===== config.mk =====
export PLATFORM = sky130hd
export DESIGN_NAME = adsr_envelope
export DESIGN_NICKNAME = d
export VERILOG_FILES = /design/src/rtl/synth_pkg.sv /design/src/rtl/env_vca.sv /design/src/rtl/adsr_envelope.sv
export SDC_FILE = /design/constraint.sdc
export NUM_CORES = 1
export LEC_CHECK = 0
export ABC_CLOCK_PERIOD_IN_PS = 17850
export CAP_MARGIN = 40
export CELL_PAD_IN_SITES_DETAIL_PLACEMENT = 0
export CELL_PAD_IN_SITES_GLOBAL_PLACEMENT = 1
export CORE_ASPECT_RATIO = 0.8
export CORE_UTILIZATION = 35
export DETAILED_ROUTE_END_ITERATION = 16
export PLACE_DENSITY_LB_ADDON = 0.12
export SYNTH_ARGS = -nofsm -noshare
export SYNTH_HDL_FRONTEND = slang
export SYNTH_SLANG_ARGS = --single-unit

===== constraint.sdc =====
create_clock -name clk -period 17.85 [get_ports clk]
set_input_delay 4.4625 -clock clk [delete_from_list [all_inputs] [get_ports clk]]
set_output_delay 4.4625 -clock clk [all_outputs]
set_load 0.01 [all_outputs]

===== src/rtl/synth_pkg.sv =====
// synth_pkg: shared state codes, sample width and envelope full-scale for the synth datapath.
package synth_pkg;
  localparam int SAMPLE_W = 16;
  localparam logic [15:0] ENV_FULL = 16'hFFFF;
  typedef enum logic [2:0] {
    S_IDLE    = 3'd0,
    S_ATTACK  = 3'd1,
    S_DECAY   = 3'd2,
    S_SUSTAIN = 3'd3,
    S_RELEASE = 3'd4
  } state_t;
endpackage


===== src/rtl/env_vca.sv =====
// env_vca: signed sample times unsigned envelope level, registered on the sample strobe.
module env_vca
  import synth_pkg::*;
(
  input  logic                       clk,
  input  logic                       rst,
  input  logic                       i_sample_en,
  input  logic signed [SAMPLE_W-1:0] i_sig,
  input  logic        [15:0]         i_level,
  output logic signed [SAMPLE_W-1:0] o_sig
);
  logic signed [2*SAMPLE_W:0] w_prod;
  logic signed [SAMPLE_W-1:0] r_sig;
  // level is widened with a zero MSB so it multiplies as a positive signed value
  assign w_prod = i_sig * $signed({1'b0, i_level});
  assign o_sig  = r_sig;
  always_ff @(posedge clk or posedge rst) begin
    if (rst) r_sig <= '0;
    else if (i_sample_en) r_sig <= SAMPLE_W'(w_prod >>> 16);
  end
endmodule


===== src/rtl/adsr_envelope.sv =====
// adsr_envelope: ADSR envelope FSM with trig latch, feeding a registered VCA.
// The envelope advances only on sample_en strobes; trig pulses between strobes are latched.
module adsr_envelope
  import synth_pkg::*;
#(
  parameter logic [15:0] ATTACK_STEP   = 16'd64,
  parameter logic [15:0] DECAY_STEP    = 16'd16,
  parameter logic [15:0] SUSTAIN_LEVEL = 16'd40960,
  parameter logic [15:0] RELEASE_STEP  = 16'd8
) (
  input  logic                       clk,
  input  logic                       rst,
  input  logic                       sample_en,
  input  logic                       gate,
  input  logic                       trig,
  input  logic signed [SAMPLE_W-1:0] sig_in,
  output logic signed [SAMPLE_W-1:0] sig_out,
  output logic        [15:0]         level,
  output logic        [2:0]          state,
  output logic                       busy
);
  state_t      r_state, w_eff, w_state_nxt;
  logic [15:0] r_level, w_level_nxt;
  logic        r_gate, r_trig_pend;
  logic        w_trig, w_rise, w_held;
  logic [16:0] w_add, w_dec, w_rel;
  assign w_trig = r_trig_pend | trig;
  assign w_rise = gate & ~r_gate;
  assign w_held = (r_state == S_ATTACK) || (r_state == S_DECAY) || (r_state == S_SUSTAIN);
  assign w_add  = {1'b0, r_level} + {1'b0, ATTACK_STEP};
  assign w_dec  = {1'b0, r_level} - {1'b0, DECAY_STEP};
  assign w_rel  = {1'b0, r_level} - {1'b0, RELEASE_STEP};
  // Events pick the effective state first; that state's arithmetic then applies on the same strobe.
  always_comb begin
    w_eff       = (!gate && w_held) ? S_RELEASE : ((w_rise || (gate && w_trig)) ? S_ATTACK : r_state);
    w_state_nxt = w_eff;
    w_level_nxt = r_level;
    case (w_eff)
      S_IDLE: w_level_nxt = '0;
      S_ATTACK: begin
        w_level_nxt = (w_add >= {1'b0, ENV_FULL}) ? ENV_FULL : w_add[15:0];
        w_state_nxt = (w_add >= {1'b0, ENV_FULL}) ? S_DECAY : S_ATTACK;
      end
      S_DECAY: begin
        w_level_nxt = (w_dec[16] || w_dec[15:0] <= SUSTAIN_LEVEL) ? SUSTAIN_LEVEL : w_dec[15:0];
        w_state_nxt = (w_dec[16] || w_dec[15:0] <= SUSTAIN_LEVEL) ? S_SUSTAIN : S_DECAY;
      end
      S_RELEASE: begin
        w_level_nxt = (w_rel[16] || w_rel[15:0] == '0) ? '0 : w_rel[15:0];
        w_state_nxt = (w_rel[16] || w_rel[15:0] == '0) ? S_IDLE : S_RELEASE;
      end
      default: w_level_nxt = r_level;
    endcase
  end
  always_ff @(posedge clk or posedge rst) begin
    if (rst) begin
      r_state     <= S_IDLE;
      r_level     <= '0;
      r_gate      <= 1'b0;
      r_trig_pend <= 1'b0;
    end else begin
      r_trig_pend <= sample_en ? 1'b0 : (r_trig_pend | trig);
      if (sample_en) begin
        r_state <= w_state_nxt;
        r_level <= w_level_nxt;
        r_gate  <= gate;
      end
    end
  end
  env_vca u_vca (
    .clk        (clk),
    .rst        (rst),
    .i_sample_en(sample_en),
    .i_sig      (sig_in),
    .i_level    (r_level),
    .o_sig      (sig_out)
  );
  assign level = r_level;
  assign state = r_state;
  assign busy  = (r_state != S_IDLE);
endmodule


==> impl_metrics.tcl <==
set metrics [dict create \
    cts_tree "done" \
    final_net_count 1619 \
    synthesis.area_um2 11100 \
    filler_cell_count 3206 \
    ioPinCount 57 \
    rsz0062_at_grt "false" \
    number_of_antenna_violations_at_the_first_check_in_global_routing 0 \
    setup_tns_ps 0 \
    clock_latency_ps 310 \
    achievable-frequency_ghz 0.0889 \
    dr.first_iter.drc_count 543 \
    worstPathMaxFanout 16 \
    final_hold_viol_count 0 \
    max_slew_margin_pct 37.9 \
    gp_congestion 0.811 \
    clockRootBuffer "clkbuf_16" \
    endpoint_kind "flip-flop" \
    fp.dieW_um 201 \
    overflow 0 \
    mappedNetlistNets 1616 \
    cpMostUsedCell "fa_1" \
    crit_path_top_delay_cell "clkdlybuf4s50_1" \
    worstSetupPathType "in -> reg" \
    critical_path_arrival_ps 11440 \
    flip_flop_and_latch_count_after_synthesis 35 \
    track_usage_pct 20.8 \
    number_of_detailed_routing_iterations_run_before_antenna_repair 5 \
    drcViolationCount 0 \
    global_route_wire_length_before_repair_um 52000 \
    flow.area_growth_from_synthesis_pct 9.36 \
    avgRoutedWirePerCell_um 18.9 \
    postCtsSetupRepairBufs 0 \
    tritoncts.num_buffers 5 \
    synthesis.area_per_instance_um2 8.67 \
    drive_above_1_share_pct 4.51 \
    period_share_pct 63.0 \
    antennaDiodeCount 0 \
    synth_sequential_area_ratio_pct 7.88 \
    hpwlAfterDp_um 24800 \
    hold_path.class "reg -> reg" \
    maxCapViolCount 0 \
    via_total_after_detailed_routing 8625 \
    layout_min_cycle_time_ps 11250 \
    synth_cells 1281 \
    result_of_the_run "completed" \
    timing.critical_path.slowest_cell_delay_ps 1080 \
    synth-edff-count 0 \
    synth-async-reset-ratio_pct 100 \
    cts_num_sinks 35 \
    placementRows 57 \
    holdWs_ps 495 \
    vias_in_the_first_global_route 8665 \
    yosysUniqueCellTypes 79 \
    synthFlopType "dfrtp_1" \
    route.final.wire_length_um 32000 \
    synth_warnings 0 \
    critPathRequiredTime_ps 18040 \
    clock-skew-final_ps 10.9 \
    grt_max_degree 38 \
    ctsHtreeMaxLevel 2 \
    setup_violations 0 \
    cts_hold_buffers 0 \
    dieArea_um2 32500 \
    timing.final.max_slew_violations 0 \
    max-clock-path-buffers 2 \
    floorplan.initialDensity_pct 36.1 \
    core_area_um2 30800 \
    final_antenna_net_count 0 \
    cts_resized 0 \
    crit_chain "clkdlybuf4s50_1 -> nand2_1 -> fa_1 -> fa_1 -> inv_1 -> fa_1 -> fa_1 -> fa_1 -> inv_1 -> fa_1 -> inv_1 -> ha_1 -> a211oi_1 -> o21ai_1 -> a31oi_1 -> o41ai_4 -> a31oi_4 -> o21bai_1 -> xor2_1 -> mux2_2" \
    tightest_slew_ps 929 \
    vias_per_cell 5.08 \
    io_buffers 56 \
    cts.reportedPaths.clkPinSlew_ps 60 \
    floorplan.die.height_um 161 \
    critPathLaunchType "primary input" \
]
==> synth_stat cells (6+ instances only) <==
library cell | number | area, um2
nor2_1 | 40 | 150
a211oi_1 | 6 | 45.0
o21ai_0 | 27 | 135
o31ai_1 | 10 | 75.1
inv_1 | 249 | 935
nand4_1 | 14 | 87.6
ha_1 | 129 | 1610
nand3_1 | 15 | 75.1
dfrtp_1 | 35 | 876
o21ai_1 | 10 | 50.1
nand2_1 | 157 | 589
fa_1 | 185 | 3700
nor3_1 | 15 | 75.1
a31oi_1 | 8 | 50.1
xor2_1 | 17 | 149
a21oi_1 | 33 | 165
xnor2_1 | 20 | 175
a21o_1 | 8 | 60.1
clkbuf_1 | 56 | 210
and3_1 | 8 | 50.1
a22o_1 | 7 | 61.3
buf_2 | 14 | 70.1
mux2_2 | 13 | 146
and2_1 | 103 | 644
==> layout by cell type, fill, tap and decap left out, types with 6 or more instances in the layout <==
cell,instances
a211oi_1,6
a21o_1,8
a21oi_1,33
a22o_1,7
a31oi_1,8
and2_1,103
and3_1,8
buf_4,16
clkdlybuf4s50_1,56
dfrtp_1,34
fa_1,185
ha_1,129
inv_1,248
mux2_2,13
nand2_1,157
nand3_1,15
nand4_1,14
nor2_1,40
nor3_1,15
o21ai_0,27
o21ai_1,10
o31ai_1,10
xnor2_1,20
xor2_1,17
==> worst max-delay path, delay by kind of cell <==
kind,cells,cell delay (ps)
adders and majority gates,7,3510
AOI/OAI and AO/OA,6,1630
buffers and inverters,4,1240
muxes,1,260
and+or+nand+nor,1,170
xor gates and xnor gates,1,140
==> metal layers <==
metal	up-vias	routed length (um)	part of all wire [%]	GRT usage (%)
met5	-	0	0	0
met4	0	321	1.0	3.55
met3	21	1890	5.9	3.21
met2	227	12900	40	29.1
met1	4320	16900	53	33.5
li1	4057	-	-	-
==> stage by stage <==
stage / utilization [%] / instance area (um2) / std cells / setup WS [ps]
2_1_floorplan: - / 11100 / 1281 / 7600
3_3_place_gp: 38.9 / 12000 / 1690 / 6350
3_5_place_dp: 38.9 / 12000 / 1690 / 6230
4_1_cts: 39.4 / 12100 / 1698 / 6550
5_1_grt: 39.4 / 12100 / 1698 / 6270
6_report: 39.4 / 12100 / 1698 / 6600
==> layout make-up <==
cell class | count | area (um2) | area share [%]
inverters | 249 | 935 | 7.69
clock buffers | 6 | 139 | 1.14
repair buffers | 72 | 681 | 5.60
flip-flops and latches | 35 | 877 | 7.22
multi-input cells | 921 | 8960 | 73.8
well taps | 413 | 517 | 4.25
clock inverters | 2 | 35.0 | 0.288
==> registers in the layout, indices dropped and copies added (netlist names) <==
name	count
state	3
r_trig_pend	1
u_vca.o_sig	16
level	14
r_gate	1
==> final timing paths <==
check                                  end  cells after the start  slack, ps   startpoint
max reg2reg                u_vca.o_sig[11]                     19      10790     level[3]
min                            r_trig_pend                      2        490  r_trig_pend
max in group asynchronous         level[6]                      3      12830          rst
min in group asynchronous  u_vca.o_sig[10]                      3       4590          rst
max                        u_vca.o_sig[11]                     20       6600    sig_in[8]
min reg2reg                    r_trig_pend                      2        490  r_trig_pend
==> cells by family after synthesis <==
kind of cell    synth area share [%]
fa+ha+maj                       47.9
flops                           7.88
xor+xnor                        2.92
compound gates                  10.5
mux                             1.60
buf+inv                         11.4
simple gates                    17.8
Power is not shown: default switching activity piles up to over one toggle a cycle in this logic, so the estimate is an artifact.
